File: config.mk
export PLATFORM = sky130hd
export DESIGN_NAME = fifo_1w_2r_flat
export DESIGN_NICKNAME = d
export VERILOG_FILES = /design/src/rtl/fifo_1w_2r_pkg.sv /design/src/rtl/fifo_1w_2r_if.sv /design/src/rtl/fifo_rptr_2step.sv /design/src/rtl/fifo_1w_2r.sv /design/src/flat_wrapper.sv
export SDC_FILE = /design/constraint.sdc
export NUM_CORES = 1
export LEC_CHECK = 0
export ABC_AREA = 1
export BUFFER_PORTS_ARGS = -buffer_cell sky130_fd_sc_hd__clkbuf_2
export CAP_MARGIN = 20
export CORE_MARGIN = 2
export CORE_UTILIZATION = 53
export DETAILED_ROUTE_END_ITERATION = 10
export GPL_ROUTABILITY_DRIVEN = 0
export MAX_ROUTING_LAYER = met4
export PLACE_DENSITY_LB_ADDON = 0.08
export SYNTH_ARGS = -nofsm -noshare
export SYNTH_HDL_FRONTEND = slang
export SYNTH_SLANG_ARGS = --single-unit
File: constraint.sdc
create_clock -name Clk -period 3.7 [get_ports Clk]
set_input_delay 0.555 -clock Clk [delete_from_list [all_inputs] [get_ports Clk]]
set_output_delay 0.555 -clock Clk [all_outputs]
set_load 0.02 [all_outputs]
File: src/rtl/fifo_1w_2r_pkg.sv
// Shared defaults and pop-type encoding for the 1-write/2-read and 2-write/1-read FIFOs.
// Latency: n/a (types and constants only).
// Backpressure: n/a.
package fifo_1w_2r_pkg;

  localparam int DEF_DATA_WIDTH    = 65;
  localparam int DEF_ADDRESS_WIDTH = 2;

  typedef enum logic [1:0] {
    POP_NONE = 2'd0,
    POP_ONE  = 2'd1,
    POP_TWO  = 2'd2
  } pop_e;

  function automatic logic [1:0] pop_words(pop_e p);
    return logic'(p == POP_TWO) ? 2'd2 : (logic'(p == POP_ONE) ? 2'd1 : 2'd0);
  endfunction

endpackage

File: src/rtl/fifo_1w_2r_if.sv
// Write/read/status bundle of the 1-write/2-read FIFO; master drives requests, slave is the FIFO.
// Latency: n/a (wiring only).
// Backpressure: Full_out refuses writes; Pair_avail/Empty_out gate pair and drain reads.
interface fifo_1w_2r_if
  import fifo_1w_2r_pkg::*;
#(
  parameter int DATA_WIDTH = DEF_DATA_WIDTH
);
  logic                  stall;
  logic [DATA_WIDTH-1:0] Data_in;
  logic                  WriteEn_in;
  logic                  Full_out;
  logic                  ReadEn_in;
  logic                  Drain_in;
  logic [DATA_WIDTH-1:0] Data_out_1;
  logic [DATA_WIDTH-1:0] Data_out_2;
  logic                  Data_valid_1;
  logic                  Data_valid_2;
  logic                  Empty_out;
  logic                  Pair_avail;

  modport master (
    output stall, Data_in, WriteEn_in, ReadEn_in, Drain_in,
    input  Full_out, Data_out_1, Data_out_2, Data_valid_1, Data_valid_2,
           Empty_out, Pair_avail
  );

  modport slave (
    input  stall, Data_in, WriteEn_in, ReadEn_in, Drain_in,
    output Full_out, Data_out_1, Data_out_2, Data_valid_1, Data_valid_2,
           Empty_out, Pair_avail
  );
endinterface

File: src/rtl/fifo_rptr_2step.sv
// Read pointer advancing by 0, 1 or 2 entries with power-of-two wrap; also exposes rd_ptr+1.
// Latency: pointer moves on the edge that accepts the pop.
// Backpressure: none; caller only requests pops that the occupancy allows.
module fifo_rptr_2step
  import fifo_1w_2r_pkg::*;
#(
  parameter int ADDRESS_WIDTH = DEF_ADDRESS_WIDTH
) (
  input  logic                     Clk,
  input  logic                     Reset_n,
  input  pop_e                     pop,
  output logic [ADDRESS_WIDTH-1:0] rd_ptr,
  output logic [ADDRESS_WIDTH-1:0] rd_ptr_p1
);

  always_ff @(posedge Clk or negedge Reset_n) begin
    if (!Reset_n) begin
      rd_ptr <= '0;
    end else begin
      unique case (pop)
        POP_ONE: rd_ptr <= rd_ptr + ADDRESS_WIDTH'(1);
        POP_TWO: rd_ptr <= rd_ptr + ADDRESS_WIDTH'(2);
        default: rd_ptr <= rd_ptr;
      endcase
    end
  end

  assign rd_ptr_p1 = rd_ptr + ADDRESS_WIDTH'(1);

endmodule

File: src/rtl/fifo_1w_2r.sv
// Single-clock FIFO: one word in per cycle, an ordered pair (or a drained single) out per cycle.
// Latency: popped data registered, valid one cycle after the accepting edge.
// Backpressure: writes dropped when full or stalled; pops need count>=2 (or 1 with Drain_in).
module fifo_1w_2r
  import fifo_1w_2r_pkg::*;
#(
  parameter int DATA_WIDTH    = DEF_DATA_WIDTH,
  parameter int ADDRESS_WIDTH = DEF_ADDRESS_WIDTH
) (
  input logic             Clk,
  input logic             Reset_n,
  fifo_1w_2r_if.slave     bus
);

  localparam int FIFO_DEPTH = 1 << ADDRESS_WIDTH;
  localparam int CW         = ADDRESS_WIDTH + 1;

  logic [DATA_WIDTH-1:0]    mem [FIFO_DEPTH];
  logic [ADDRESS_WIDTH-1:0] wr_ptr;
  logic [ADDRESS_WIDTH-1:0] rd_ptr;
  logic [ADDRESS_WIDTH-1:0] rd_ptr_p1;
  logic [CW-1:0]            count;
  logic [CW-1:0]            count_nxt;
  logic                     wr_acc;
  pop_e                     pop;

  assign bus.Full_out   = (count == CW'(FIFO_DEPTH));
  assign bus.Empty_out  = (count == '0);
  assign bus.Pair_avail = (count >= CW'(2));

  assign wr_acc = bus.WriteEn_in & ~bus.Full_out & ~bus.stall;

  // Pop decision uses the count before this cycle's write: a word is never popped the cycle it lands.
  always_comb begin
    pop = POP_NONE;
    if (bus.ReadEn_in && !bus.stall) begin
      if (count >= CW'(2)) begin
        pop = POP_TWO;
      end else if (count == CW'(1) && bus.Drain_in) begin
        pop = POP_ONE;
      end
    end
  end

  assign count_nxt = count + CW'(wr_acc) - CW'(pop_words(pop));

  fifo_rptr_2step #(
    .ADDRESS_WIDTH (ADDRESS_WIDTH)
  ) u_rptr (
    .Clk       (Clk),
    .Reset_n   (Reset_n),
    .pop       (pop),
    .rd_ptr    (rd_ptr),
    .rd_ptr_p1 (rd_ptr_p1)
  );

  always_ff @(posedge Clk) begin
    if (wr_acc) begin
      mem[wr_ptr] <= bus.Data_in;
    end
  end

  always_ff @(posedge Clk or negedge Reset_n) begin
    if (!Reset_n) begin
      wr_ptr <= '0;
      count  <= '0;
    end else begin
      if (wr_acc) begin
        wr_ptr <= wr_ptr + ADDRESS_WIDTH'(1);
      end
      count <= count_nxt;
    end
  end

  always_ff @(posedge Clk or negedge Reset_n) begin
    if (!Reset_n) begin
      bus.Data_out_1   <= '0;
      bus.Data_out_2   <= '0;
      bus.Data_valid_1 <= 1'b0;
      bus.Data_valid_2 <= 1'b0;
    end else begin
      bus.Data_valid_1 <= (pop != POP_NONE);
      bus.Data_valid_2 <= (pop == POP_TWO);
      if (pop != POP_NONE) begin
        bus.Data_out_1 <= mem[rd_ptr];
      end
      // Lane 2 keeps its old value on a single-entry drain.
      if (pop == POP_TWO) begin
        bus.Data_out_2 <= mem[rd_ptr_p1];
      end
    end
  end

endmodule

File: src/flat_wrapper.sv
// flat-port wrapper written by rule: the top's interface ports become plain ports
module fifo_1w_2r_flat import fifo_1w_2r_pkg::*;
#(
  parameter int DATA_WIDTH    = DEF_DATA_WIDTH,
  parameter int ADDRESS_WIDTH = DEF_ADDRESS_WIDTH
)
  (Clk, Reset_n, bus_stall, bus_Data_in, bus_WriteEn_in, bus_ReadEn_in, bus_Drain_in, bus_Full_out, bus_Data_out_1, bus_Data_out_2, bus_Data_valid_1, bus_Data_valid_2, bus_Empty_out, bus_Pair_avail);
  fifo_1w_2r_if #(.DATA_WIDTH(DATA_WIDTH)) bus_i ();
  input logic Clk;
  input logic Reset_n;
  input wire logic [$bits(bus_i.stall)-1:0] bus_stall;
  input wire logic [$bits(bus_i.Data_in)-1:0] bus_Data_in;
  input wire logic [$bits(bus_i.WriteEn_in)-1:0] bus_WriteEn_in;
  input wire logic [$bits(bus_i.ReadEn_in)-1:0] bus_ReadEn_in;
  input wire logic [$bits(bus_i.Drain_in)-1:0] bus_Drain_in;
  output wire logic [$bits(bus_i.Full_out)-1:0] bus_Full_out;
  output wire logic [$bits(bus_i.Data_out_1)-1:0] bus_Data_out_1;
  output wire logic [$bits(bus_i.Data_out_2)-1:0] bus_Data_out_2;
  output wire logic [$bits(bus_i.Data_valid_1)-1:0] bus_Data_valid_1;
  output wire logic [$bits(bus_i.Data_valid_2)-1:0] bus_Data_valid_2;
  output wire logic [$bits(bus_i.Empty_out)-1:0] bus_Empty_out;
  output wire logic [$bits(bus_i.Pair_avail)-1:0] bus_Pair_avail;
  assign bus_i.stall = bus_stall;
  assign bus_i.Data_in = bus_Data_in;
  assign bus_i.WriteEn_in = bus_WriteEn_in;
  assign bus_i.ReadEn_in = bus_ReadEn_in;
  assign bus_i.Drain_in = bus_Drain_in;
  assign bus_Full_out = bus_i.Full_out;
  assign bus_Data_out_1 = bus_i.Data_out_1;
  assign bus_Data_out_2 = bus_i.Data_out_2;
  assign bus_Data_valid_1 = bus_i.Data_valid_1;
  assign bus_Data_valid_2 = bus_i.Data_valid_2;
  assign bus_Empty_out = bus_i.Empty_out;
  assign bus_Pair_avail = bus_i.Pair_avail;
  fifo_1w_2r #(.DATA_WIDTH(DATA_WIDTH), .ADDRESS_WIDTH(ADDRESS_WIDTH)) u_core (.Clk(Clk), .Reset_n(Reset_n), .bus(bus_i));
endmodule
# After elaboration in Yosys (flattened, before gate mapping)
# Memories as Yosys holds them, arrays and structs flattened. A register that Yosys moved wholly into a read port is not among the register bits.
# Index checks and enable logic that the tools add are counted.
# W data, S select, Z words.
dict set report op_classes {
  n_mux 8
  multipliers 0
  bitwise_logic 4
  div_mod_pow 0
  n_shift 0
  n_eq_ne 4
  add_sub_neg 5
  n_reduce_logical 8
  order_cmp 1
}
# cell count
set op_table {}
lappend op_table {{$mux W2} 3}
lappend op_table {{$add A2 B1 Y2 const B} 2}
lappend op_table {{$mux W1} 4}
lappend op_table {{$pmux W2 S2} 1}
lappend op_table {{$reduce_bool A2 Y1} 2}
lappend op_table {{$add A3 B1 Y3} 1}
lappend op_table {{$eq A3 B1 Y1 const B} 1}
lappend op_table {{$eq A3 B3 Y1 const B} 1}
lappend op_table {{$ge A3 B2 Y1 const B} 1}
lappend op_table {{$logic_not A1 Y1} 3}
lappend op_table {{$logic_not A3 Y1} 1}
lappend op_table {{$sub A3 B2 Y3} 1}
lappend op_table {{$add A2 B2 Y2 const B} 1}
lappend op_table {{$and A1 B1 Y1} 2}
lappend op_table {{$eq A2 B1 Y1 const B} 1}
lappend op_table {{$eq A2 B2 Y1 const B} 1}
lappend op_table {{$logic_and A1 B1 Y1} 2}
lappend op_table {{$not A1 Y1} 2}
dict set report word_totals {
  register_bits 9
  mem_bits_rw 260
  latch_bits 0
  romBits 0
  memories 1
}
# memory depth word_bits rd rd_ports_with_merged_regs wr line_no
set mem_list {}
lappend mem_list {u_core.mem 4 65 2 2 1 fifo_1w_2r.sv:18} ;# logic [DATA_WIDTH-1:0] mem [FIFO_DEPTH];

# Longest topological paths before layout
# Gate-level depths: netlist of run 1.
dict set report depth {
  depth_word 9
  ltp_mapped 12
}

# Modules after synthesis
# From an unflattened synthesis of run 1, not the netlist that was laid out.
dict set report hier_totals {
  cells_unflattened 2082
  hier_area_um2 18426.4
}
# module area_each_um2 instances cells_each
set modules_own_cells {}
lappend modules_own_cells {fifo_1w_2r 18282.5 1 2064}
lappend modules_own_cells {fifo_rptr_2step 143.9 1 18}

# Least setup slack after synthesis of run 1
# No wires, ideal clock.
dict set report synth_path {
  path_type {input port to flip-flop}
  from {input port bus_stall}
  to {memory u_core.mem[0][0] in the netlist's numbering, enable pin}
  t_required_ps 3211
  arrival_time_ps 3560
  setup_ps 489
  stages 3
  path_slack_ps -349
  cell_sequence {inv_1 nand3_1 nor2_1}
}
dict set report synth_via {
  elab_chain_cells 4
}
# element line_no
set synth_rtl {}
lappend synth_rtl {{start, declared} flat_wrapper.sv:11} ;# input wire logic [$bits(bus_i.stall)-1:0] bus_stall;
lappend synth_rtl {{$not A1 Y1} fifo_1w_2r.sv:31} ;# assign wr_acc = bus.WriteEn_in & ~bus.Full_out & ~bus.stall;
lappend synth_rtl {{$and A1 B1 Y1} fifo_1w_2r.sv:31}
lappend synth_rtl {{$mux W1} fifo_1w_2r.sv:58} ;# if (wr_acc) begin
lappend synth_rtl {{$mux W1 (implied by the code)} fifo_1w_2r.sv:59} ;# mem[wr_ptr] <= bus.Data_in;
lappend synth_rtl {{end, declared} fifo_1w_2r.sv:18}
# No other way between the ends.

# Worst setup path in the final report of run 1
dict set report layout_path {
  from {register u_core.u_rptr.rd_ptr[0]}
  to {register u_core.bus.Data_out_2[46] (read register of u_core.mem)}
}
dict set report layout_via {
  elab_chain_cells 1
}
# element line_no
set layout_rtl {}
lappend layout_rtl {{start, declared} fifo_rptr_2step.sv:12} ;# output logic [ADDRESS_WIDTH-1:0] rd_ptr,
lappend layout_rtl {{start signal, assigned} fifo_rptr_2step.sv:21} ;# POP_ONE: rd_ptr <= rd_ptr + ADDRESS_WIDTH'(1);
lappend layout_rtl {{start signal, assigned} fifo_rptr_2step.sv:22} ;# POP_TWO: rd_ptr <= rd_ptr + ADDRESS_WIDTH'(2);
lappend layout_rtl {{start signal, assigned} fifo_rptr_2step.sv:23} ;# default: rd_ptr <= rd_ptr;
lappend layout_rtl {{$add A2 B1 Y2} fifo_rptr_2step.sv:28} ;# assign rd_ptr_p1 = rd_ptr + ADDRESS_WIDTH'(1);
lappend layout_rtl {{end, declared} fifo_1w_2r_if.sv:30} ;# output Full_out, Data_out_1, Data_out_2, Data_valid_1, Data_valid_2,
# No other way between the ends.
# A chain may end at the register's enable or synchronous reset.

==> key figures, run 1 <==
Clock tree
  • CTS tree: yes
  • Cts hold-fix bufs: 0
  • Root Buffer: clkbuf_16
  • CTS buffer count: 43
  • Max Buffers Root-to-Sink: 3
  • Post-cts gate resize count: 0
  • Postcts setup bufs: 0
  • H-tree levels: 2
  • Clock slew at reported path FFs: 60 ps
  • Clk sinks: 399
  • Clock Latency Late Sink: 530 ps

Synth
  • Post-synth EDFFs: 260
  • Dominant cell type by area after synthesis: edfxtp_1
  • Post-Syn Nets: 2344
  • Synth Register Bits: 399
  • Dominant cells by area after synthesis: edfxtp_1, nand2_1, dfrtp_1
  • Post-synth top area share: 41.69%
  • Most instantiated cells after synthesis: nand2_1, inv_1, edfxtp_1
  • Asr flop ratio synth: 34.84%
  • Most common cell in the synthesized netlist: nand2_1
  • Syn Area/Cell: 8.279 um2
  • Sequential-to-total area share from yosys stat: 60.27%
  • Synth Instances: 2262
  • Ys Warns: 0
  • Unique masters post-synth: 18
  • Mapped cell area: 18730 um2
  • Top FF cell, synth: edfxtp_1

Placement
  • Post-DP HPWL: 26450 um
  • Placed cell count: 2831
  • Post-Place Setup Slack: 921.3 ps
  • # port buffers: 205

Floorplanning
  • Die height: 192.0 um
  • I/O Pins: 206
  • Die Area: 36850 um2
  • Row Count: 68
  • Core ar.: 34630 um2
  • Die Wd: 192.0 um
  • Starting density of the core: 54.08%

Routing
  • DR WL/cell: 15.48 um
  • Vias: 14380
  • Routed vias/inst: 4.933
  • TritonRoute pass-1 iters: 5
  • Drt initial violations: 959
  • Final wirelength: 45130 um
  • ANT nets after route: 0
  • Post-route DRC: 0

Critical path
  • CP Depth: 8
  • Crit path DAT: 3090 ps
  • CP Capture Type: flop
  • WS Path Type: reg -> reg
  • Crit path top cell by count: nand2_1
  • CP required: 4170 ps
  • Crit path max-delay family: buffers and inverters
  • Reg-to-Reg Start: u_core.u_rptr.rd_ptr[0]
  • Reg-to-Reg End: u_core.bus.Data_out_2[46]
  • Crit Path Max Fanout: 96
  • Crit path capture: u_core.bus.Data_out_2[46]
  • Crit path buf inv count: 2
  • Slowest CP cell: buf_4
  • CP Launch Type: flop
  • CP max stage delay: 820 ps
  • Flop2flop setup slack: 1080 ps
  • CP cell instances: inv_8 -> buf_4 -> nand2_1 -> nand2_1 -> nand2_1 -> nand2_1 -> nand2_1 -> nand2_1
  • Worst setup path start: u_core.u_rptr.rd_ptr[0]
  • Reg2Reg Depth: 8

Power and ir drop
  • PD cells: 810.9 nW/um2
  • Static Leak: 11.32 nW
  • Combinational share of power: 39.5%
  • Worst vdd rail ir drop: 0.6855 mV
  • Internal power: 10.23 mW
  • Flop pwr share: 37.3%
  • Clk pwr share: 23.2%
  • P_sw: 7.151 mW
  • Sw frac: 41.13%

STA
  • Measured slew at the worst slew-check pin: 1018 ps
  • RSZ-0062 raised after global routing: no
  • Worst setup margin: 1083 ps
  • Worst clock skew: 24.49 ps
  • Setup TNS Final: 0 ps
  • F_max: 0.3821 GHz
  • Max-slew violations: 0
  • Crit share post-route: 70.73%
  • Setup violators final: 0
  • Fin crit period: 2617 ps
  • Relative slew slack: 32.11%
  • Fin. Hold Viols: 0
  • Hold slack final: 33.72 ps

Cells and area
  • Nets: 2503
  • Share of cells above drive strength 1: 12.18%
  • Layout Cells excl Fill: 2915
  • Layout area overhead: 14.49%
  • Core Util, Final: 61.92%

Global route
  • Largest net degree at the start of global routing: 97
  • Antenna violations before repair: 5
  • First-pass GRT wire length: 70890 um
  • Via count of the first global-routing pass: 13900
  • GRT Util Overall: 25.60%
  • Grt ovf: 0

Run status
  • Outcome: finished clean

Job
  • Max-cap violation count: 0

Min path
  • Hold Crit Class: in -> async
==> power groups by stage <==
stage / Clock (mW) / Combinational [mW] / Sequential [mW]
floorplan: 0 / 4.27 / 7.12
global placement: 0 / 6.77 / 6.54
detailed placement: 0 / 6.90 / 6.55
CTS: 4.12 / 6.93 / 6.48
global route: 4.30 / 7.78 / 6.59
finish: 4.04 / 6.87 / 6.48
==> stage by stage <==
stage | area (um2) | power, mW
2_1_floorplan | 18730 | 11.39
3_3_place_gp | 20090 | 13.31
3_5_place_dp | 20090 | 13.45
4_1_cts | 21430 | 17.52
5_1_grt | 21440 | 18.68
6_report | 21440 | 17.39
==> cells in the final DEF, fill, tap and decap left out <==
cell,n
fa_1,1
buf_12,7
inv_4,1
ha_4,2
nand3_1,133
nand4_1,1
inv_8,1
edfxtp_1,260
xor2_1,2
nand2_4,2
clkbuf_2,204
nand2_1,1308
clkbuf_16,45
nor2_1,5
dfrtp_1,137
diode_2,6
inv_2,2
ha_1,8
xnor2_1,1
clkinv_1,4
clkinv_2,4
nor2_4,4
clkbuf_1,17
buf_6,1
buf_4,16
dfrtp_4,2
inv_1,276
clkbuf_8,8
o21ai_0,2
==> worst min-delay path by stage <==
stage | from | end | slack, ps
2_1_floorplan | Reset_n | u_core.bus.Data_out_1[0] | 260
3_3_place_gp | u_core.bus.Data_out_2[1] | u_core.bus.Data_out_2[1] | 460
3_5_place_dp | u_core.bus.Data_out_2[8] | u_core.bus.Data_out_2[8] | 460
4_1_cts | Reset_n | u_core.bus.Data_out_1[13] | 40
5_1_grt | Reset_n | u_core.bus.Data_out_1[22] | 70
6_report | Reset_n | u_core.bus.Data_out_1[14] | 30
==> worst register-to-register path, stage by stage, from the launching register on <==
cell,delay (ps)
dfrtp_4,680
inv_8,440
buf_4,820
nand2_1,170
nand2_1,100
nand2_1,50
nand2_1,130
nand2_1,110
nand2_1,80
==> kinds of logic (layout without fill, tap and decap cells) <==
kind of cell,count (synthesis),after routing,synth area share (%)
AO/OA/AOI/OAI,2,2,0.05345
XOR/XNOR,3,3,0.1403
adder cells (fa/ha/maj),11,11,0.7750
buffers and inverters,394,586,8.739
flip-flops,399,399,60.27
other,0,6,0
AND/OR/NAND/NOR,1453,1453,30.03
==> registers in the layout, summed over array words and instances, names as in the netlist <==
signal / flops
u_core.count: 3
u_core.bus.Data_valid_2: 1
u_core.u_rptr.rd_ptr: 2
u_core.mem: 260
u_core.wr_ptr: 2
u_core.bus.Data_valid_1: 1
u_core.bus.Data_out_1: 65
u_core.bus.Data_out_2: 65
==> layer usage <==
layer	up-vias	routed length (um)	GRT usage (%)
met3	91	2641	3.983
met4	0	1119	8.925
met5	-	0	-
met1	6708	19210	31.56
li1	7189	-	-
met2	392	22160	43.18
==> cell type report <==
type | count | area (um2)
inverters | 280 | 1061
clock buffers | 70 | 1300
clock inverters | 8 | 35.03
diodes | 6 | 15.01
fillers | 2925 | 13190
multi-input cells | 1469 | 5874
well taps | 455 | 569.3
repair buffers | 228 | 1292
flip-flops and latches | 399 | 11290
(Power assumes the default switching activity.)
==> run 2, diff against run 1 <==
--- a/config.mk
+++ b/config.mk
@@ -5,11 +5,11 @@
 export SDC_FILE = /design/constraint.sdc
 export NUM_CORES = 1
 export LEC_CHECK = 0
-export ABC_AREA = 1
+export ABC_AREA = 0
 export BUFFER_PORTS_ARGS = -buffer_cell sky130_fd_sc_hd__clkbuf_2
 export CAP_MARGIN = 20
 export CORE_MARGIN = 2
-export CORE_UTILIZATION = 53
+export CORE_UTILIZATION = 57
 export DETAILED_ROUTE_END_ITERATION = 10
 export GPL_ROUTABILITY_DRIVEN = 0
 export MAX_ROUTING_LAYER = met4
==> constraint.sdc (replaced) <==
create_clock -name Clk -period 2.7 [get_ports Clk]
set_input_delay 0.405 -clock Clk [delete_from_list [all_inputs] [get_ports Clk]]
set_output_delay 0.405 -clock Clk [all_outputs]
set_load 0.02 [all_outputs]
==> key figures, run 2 <==
Power and ir drop
  • Flop pwr share: 42.0% (+4.7 points)
  • Static Leak: 7.378 nW (-35%)
  • Tot Pwr: 21.17 mW (+22%)
  • Clk pwr share: 25.2% (+2.0 points)
  • Worst vdd rail ir drop: 0.8886 mV (+30%)
  • PD cells: 1142 nW/um2 (+41%)
  • P_sw: 7.153 mW (about the same)
  • Sw frac: 33.78% (-7.4 points)
  • Internal power: 14.02 mW (+37%)
  • Combinational share of power: 32.8% (-6.7 points)

STA
  • Measured slew at the worst slew-check pin: 603.0 ps (-415.4 ps)
  • Max-slew violations: 0 (unchanged)
  • Fin crit period: 2518 ps (-98.74 ps)
  • Setup violators final: 0 (unchanged)
  • Setup TNS Final: 0 ps (unchanged)
  • Hold slack final: 86.99 ps (+53.28 ps)
  • Crit share post-route: 93.27% (+23 points)
  • Worst clock skew: 13.37 ps (-11.12 ps)
  • Relative slew slack: 59.80% (+28 points)
  • RSZ-0062 raised after global routing: no
  • Fin. Hold Viols: 0 (unchanged)
  • F_max: 0.3971 GHz (+3.9%)

Cells and area
  • Design area: 18540 um2 (-14%)
  • Max reg flops: 260 (unchanged)
  • Register bank with the most flops: u_core.mem
  • Layout area overhead: 18.78%
  • Fill cells: 1871 (-36%)
  • Commonest non-fill, non-tap cell in the layout: edfxtp_1
  • Commonest cells after routing, fill and taps aside: edfxtp_1, clkbuf_2, dfrtp_1
  • Share of cells above drive strength 1: 30.60% (+18 points)
  • Nets: 1262 (-50%)
  • Top flop regs: u_core.mem x260, u_core.bus.Data_out_1 x65, u_core.bus.Data_out_2 x65

Critical path
  • Crit path buf inv count: 2 (unchanged)
  • Crit path DAT: 2930 ps (-160 ps)
  • CP Launch Type: flop
  • Crit path max-delay family: adder cells
  • CP cell instances: or2_4 -> or3_1 -> inv_1 -> ha_1 -> ha_1 -> inv_1 -> ha_1 -> fa_1 -> xor2_1 -> xnor2_1
  • WS Path Type: reg -> reg
  • Crit path top cell by count: ha_1
  • Slowest CP cell: fa_1
  • CP required: 3110 ps (-1060 ps)
  • Crit Path Max Fanout: 4 (-96%)
  • Reg2Reg Depth: 10 (+2)
  • Reg-to-Reg End: u_core.count[2]
  • Reg-to-Reg Start: u_core.count[2]
  • Flop2flop setup slack: 180 ps (-900 ps)
  • CP max stage delay: 430 ps (-390 ps)
  • CP Capture Type: flop

Clock tree
  • H-tree levels: 2 (unchanged)
  • Root Buffer: clkbuf_16
  • Max Buffers Root-to-Sink: 3 (unchanged)
  • CTS buffer count: 41 (-4.7%)
  • Clock Latency Late Sink: 530 ps (about the same)
  • Clock slew at reported path FFs: 60 ps (about the same)
  • CTS tree: yes
  • Clk sinks: 399 (unchanged)
  • Post-cts gate resize count: 0 (unchanged)
  • Postcts setup bufs: 0 (unchanged)

Synth
  • Post-synth top area share: 50.02% (+8.3 points)
  • Most instantiated cells after synthesis: edfxtp_1, dfrtp_1, mux2i_1
  • Asr flop ratio synth: 34.84% (unchanged)
  • Synth Register Bits: 399 (unchanged)
  • Unique masters post-synth: 29 (+11)
  • Sequential-to-total area share from yosys stat: 72.31% (+12 points)
  • Most common cell in the synthesized netlist: edfxtp_1
  • Syn Area/Cell: 16.19 um2 (+96%)
  • Mapped cell area: 15610 um2 (-17%)
  • Dominant cells by area after synthesis: edfxtp_1, dfrtp_1, mux2i_1
  • Top FF cell, synth: edfxtp_1
  • Ys Warns: 0 (unchanged)
  • Post-synth EDFFs: 260 (unchanged)
  • Synth Instances: 964 (-57%)
  • Dominant cell type by area after synthesis: edfxtp_1
  • Post-Syn Nets: 1046 (-55%)

Routing
  • ANT nets after route: 0 (unchanged)
  • Routed vias/inst: 5.950 (+21%)
  • Drt initial violations: 561 (-42%)
  • Vias: 9228 (-36%)
  • DR WL/cell: 22.58 um (+46%)
  • Final wirelength: 35020 um (-22%)
  • TritonRoute pass-1 iters: 5 (unchanged)
  • Post-route DRC: 0 (unchanged)

Run status
  • Outcome: finished clean

Min path
  • Hold path endpoint: u_core.mem[3][35]
  • Hold Crit Class: in -> reg
  • Worst Min Path Start: bus_Data_in[35]
  • Hold path depth: 1

Floorplanning
  • I/O Pins: 206 (unchanged)
  • Die height: 169.5 um (-12%)
  • Row Count: 60 (-12%)
  • Starting density of the core: 57.91% (+3.8 points)
  • Die Wd: 169.5 um (-12%)
  • Core ar.: 26950 um2 (-22%)
  • Die Area: 28720 um2 (-22%)

Global route
  • GRT Util Overall: 25.18% (-0.42 points)
  • First-pass GRT wire length: 53070 um (-25%)
  • Grt ovf: 0 (unchanged)
  • Antenna violations before repair: 1 (-4)
  • Largest net degree at the start of global routing: 66 (-32%)
  • Via count of the first global-routing pass: 9473 (-32%)

Job
  • Max-cap violation count: 0 (unchanged)

Placement
  • Placed Area: 17260 um2 (-14%)
  • # port buffers: 205 (unchanged)
  • Post-DP HPWL: 20050 um (-24%)
==> run 2: timing repair <==
action	CTS	global route
hold endpoints to repair	52	0
hold buffers	1	0
endpoints found under the setup margin	0	0
==> run 2: worst max-delay path by stage <==
stage                     from              end  cells past startpoint
2_1_floorplan  u_core.count[2]  u_core.count[2]                      9
3_3_place_gp   u_core.count[2]  u_core.count[2]                     10
5_1_grt        u_core.count[2]  u_core.count[2]                     10
6_report       u_core.count[2]  u_core.count[2]                     10
3_5_place_dp   u_core.count[2]  u_core.count[2]                     10
4_1_cts        u_core.count[2]  u_core.count[2]                     10
==> run 2: cells by family after synthesis <==
family / synth area share (%)
and+or+nand+nor: 2.261
buffers and inverters: 2.173
xor gates and xnor gates: 0.2245
muxes: 13.22
DFF: 72.31
AOI/OAI and AO/OA: 8.882
adders and majority gates: 0.9299
==> run 2: per-layer routing <==
metal / GRT usage (%) / routed length (um) / up-vias
met3: 4.757 / 2024 / 62
met2: 43.21 / 18000 / 294
li1: - / - / 4196
met1: 30.62 / 14130 / 4676
met5: - / 0 / -
met4: 7.581 / 868 / 0
==> run 2: layout make-up <==
class	instances	area, um2	area share, %
flip-flops and latches	399	11290	60.90
inverters	9	33.78	0.1822
repair buffers	237	1500	8.093
clock inverters	16	125.1	0.6749
multi-input cells	492	4015	21.66
clock buffers	56	1145	6.176
well taps	341	426.7	2.302
diodes	1	2.502	0.01350
==> run 2: power groups by stage <==
stage | clock [mW] | combinational, mW | sequential (mW)
final | 5.33 | 6.96 | 8.89
after floorplan | 0 | 3.70 | 9.85
after CTS | 5.41 | 7.02 | 8.88
after global placement | 0 | 6.87 | 8.95
after detailed placement | 0 | 7.00 | 8.97
after global routing | 5.65 | 7.46 | 9.03
==> run 2: through the flow <==
step	cells	setup slack (ps)	utilization (%)
detailed placement	1477	175.8	64.03
global placement	1477	196.2	64.03
global route	1551	9.611	68.78
floorplan	964	72.24	-
CTS	1550	172.1	68.77
finish	1551	181.8	68.78
==> run 2: worst register-to-register path, cell delays in order (launching register included) <==
cell and delay [ps]:
dfrtp_1 390, or2_4 270, or3_1 420, inv_1 80, ha_1 170, ha_1 120, inv_1 40, ha_1 190
fa_1 430, xor2_1 180, xnor2_1 130
==> run 3, diff against run 2 <==
--- a/config.mk
+++ b/config.mk
@@ -9,7 +9,7 @@
 export BUFFER_PORTS_ARGS = -buffer_cell sky130_fd_sc_hd__clkbuf_2
 export CAP_MARGIN = 20
 export CORE_MARGIN = 2
-export CORE_UTILIZATION = 57
+export CORE_UTILIZATION = 35
 export DETAILED_ROUTE_END_ITERATION = 10
 export GPL_ROUTABILITY_DRIVEN = 0
 export MAX_ROUTING_LAYER = met4
==> key figures, run 3 (same netlist as run 2, synthesis figures left out) <==
Run status
  • Outcome: finished clean

Floorplanning
  • I/O Pins: 206 (unchanged)
  • Core ar.: 44120 um2 (+64%)
  • Die Area: 46300 um2 (+61%)
  • Die height: 215.2 um (+27%)
  • Starting density of the core: 35.37% (-23 points)
  • Die Wd: 215.2 um (+27%)
  • Row Count: 77 (+28%)

Cells and area
  • Nets: 1273 (+0.87%)
  • Share of cells above drive strength 1: 31.43% (+0.83 points)
  • Seq. cell area: 11290 um2 (unchanged)
  • Max reg flops: 260 (unchanged)
  • Commonest cells after routing, fill and taps aside: edfxtp_1, clkbuf_2, dfrtp_1
  • Commonest non-fill, non-tap cell in the layout: edfxtp_1
  • Fill cells: 4096 (+120%)
  • Register bank with the most flops: u_core.mem
  • Layout Cells excl Fill: 1824 (+18%)
  • Top flop regs: u_core.mem x260, u_core.bus.Data_out_1 x65, u_core.bus.Data_out_2 x65
  • Area occupied by multi-input gates: 4020 um2 (+0.12%)
  • Layout area overhead: 22.26%

Critical path
  • CP required: 3140 ps (+30 ps)
  • Crit path DAT: 2970 ps (+40 ps)
  • Flop2flop setup slack: 180 ps (about the same)
  • CP Capture Type: flop
  • WS Path Type: reg -> reg
  • Crit Path Max Fanout: 4 (unchanged)
  • CP Launch Type: flop

Clock tree
  • H-tree levels: 2 (unchanged)
  • CTS buffer count: 45 (+9.8%)
  • Clock slew at reported path FFs: 60 ps (about the same)
  • Max Buffers Root-to-Sink: 3 (unchanged)
  • Post-cts gate resize count: 0 (unchanged)
  • Cts hold-fix bufs: 1 (unchanged)
  • Root Buffer: clkbuf_16
  • CTS tree: yes
  • Clk sinks: 399 (unchanged)
  • Postcts setup bufs: 0 (unchanged)
  • Clock Latency Late Sink: 560 ps (+30 ps)

Power and ir drop
  • Worst vdd rail ir drop: 0.5855 mV (-34%)
  • Static Leak: 7.497 nW (+1.6%)
  • PD cells: 1143 nW/um2 (about the same)

STA
  • Crit share post-route: 93.44% (+0.17 points)
  • Fin. Hold Viols: 0 (unchanged)
  • Setup violators final: 0 (unchanged)
  • RSZ-0062 raised after global routing: no
  • Measured slew at the worst slew-check pin: 675.0 ps (+72.04 ps)
  • Fin crit period: 2523 ps (+4.628 ps)
  • Setup TNS Final: 0 ps (unchanged)
  • Worst clock skew: 17.74 ps (+4.369 ps)
  • Relative slew slack: 55.00% (-4.8 points)
  • F_max: 0.3964 GHz (-0.18%)
  • Max-slew violations: 0 (unchanged)

Placement
  • Placed cell count: 1735 (+17%)
  • # port buffers: 205 (unchanged)
  • Post-DP HPWL: 23890 um (+19%)

Routing
  • Final wirelength: 40820 um (+17%)
  • TritonRoute pass-1 iters: 6 (+1)
  • Vias: 9251 (+0.25%)
  • Post-route DRC: 0 (unchanged)
  • DR WL/cell: 22.38 um (-0.89%)
  • ANT nets after route: 0 (unchanged)
  • Routed vias/inst: 5.072 (-15%)
  • Drt initial violations: 414 (-26%)

Global route
  • Routing usage on met2: 29.35% (-14 points)
  • Via count of the first global-routing pass: 9751 (+2.9%)
  • Antenna violations before repair: 4 (+3)
  • GRT Max-Usage Layer: met2
  • Met1 usage: 22.60% (-8.0 points)
  • Grt ovf: 0 (unchanged)
  • GRT Util Overall: 18.17% (-7.0 points)
  • Met3 usage: 5.096% (+0.34 points)
  • First-pass GRT wire length: 61270 um (+15%)
  • Largest net degree at the start of global routing: 59 (-11%)

Min path
  • Hold Crit Class: in -> reg

Job
  • Max-cap violation count: 0 (unchanged)
==> run 3: cell types whose count changed in the layout (fill, tap and decap cells not counted), sizes merged <==
cell      previous run  this run
bufinv               2         1
clkbuf             260       269
buf                 32        39
diode                1         4
clkinv              13        16
clkinvlp             0         1
==> run 3: worst max-delay path: stages, from the launching register on <==
cell     delay, ps
dfrtp_1        390
or2_4          270
or3_1          430
inv_1           80
ha_1           170
ha_1           130
inv_1           40
ha_1           190
fa_1           430
xor2_1         180
xnor2_1        120
==> run 3: metal layers <==
| metal | share of wire [%] | vias to the layer above |
|---|---|---|
| met5 | 0 | - |
| met4 | 1.5 | 0 |
| met3 | 5.9 | 46 |
| met2 | 49 | 216 |
| met1 | 44 | 4757 |
| li1 | - | 4232 |
==> run 3: stage by stage <==
stage | power, mW | hold WS, ps | worst slack, ps | cell area [um2] | util [%]
floorplan | 13.55 | 109.4 | 72.24 | 15620 | -
global route | 23.02 | 33.29 | 47.19 | 19080 | 43.25
CTS | 22.14 | 26.00 | 155.8 | 19070 | 43.22
detailed placement | 16.26 | 445.3 | 175.1 | 17650 | 40.00
finish | 21.82 | 67.18 | 177.2 | 19080 | 43.25
global placement | 16.23 | 442.7 | 164.6 | 17650 | 40.00
==> run 3: cell type report <==
cell class                      instances  share of cell area [%]
Multi-Input combinational cell        492                   21.07
Clock inverter                         19                  0.6098
Antenna cell                            4                 0.05246
Clock buffer                           65                   6.780
Timing Repair Buffer                  244                   8.268
Sequential cell                       399                   59.16
Inverter                                9                  0.1770
Tap cell                              592                   3.882
==> run 3: power by group <==
part / total (mW) / switching [mW] / internal (mW) / leakage, nW
registers: 8.88 / 0.894 / 7.99 / 3.99
clock network: 5.80 / 2.38 / 3.42 / 0.693
logic: 7.13 / 4.20 / 2.93 / 2.82
total: 21.8 / 7.48 / 14.3 / 7.50
==> run 3: path summary, 6_finish.rpt <==
check                                                  to  depth (start not counted)             from
worst min register to register            u_core.count[2]                          1  u_core.count[2]
worst max register to register            u_core.count[2]                         10  u_core.count[2]
max in group asynchronous       u_core.bus.Data_out_1[41]                          3          Reset_n
worst min-delay path                     u_core.mem[3][0]                          1   bus_Data_in[0]
worst max-delay path                      u_core.count[2]                         10  u_core.count[2]
min in group asynchronous       u_core.bus.Data_out_2[11]                          2          Reset_n
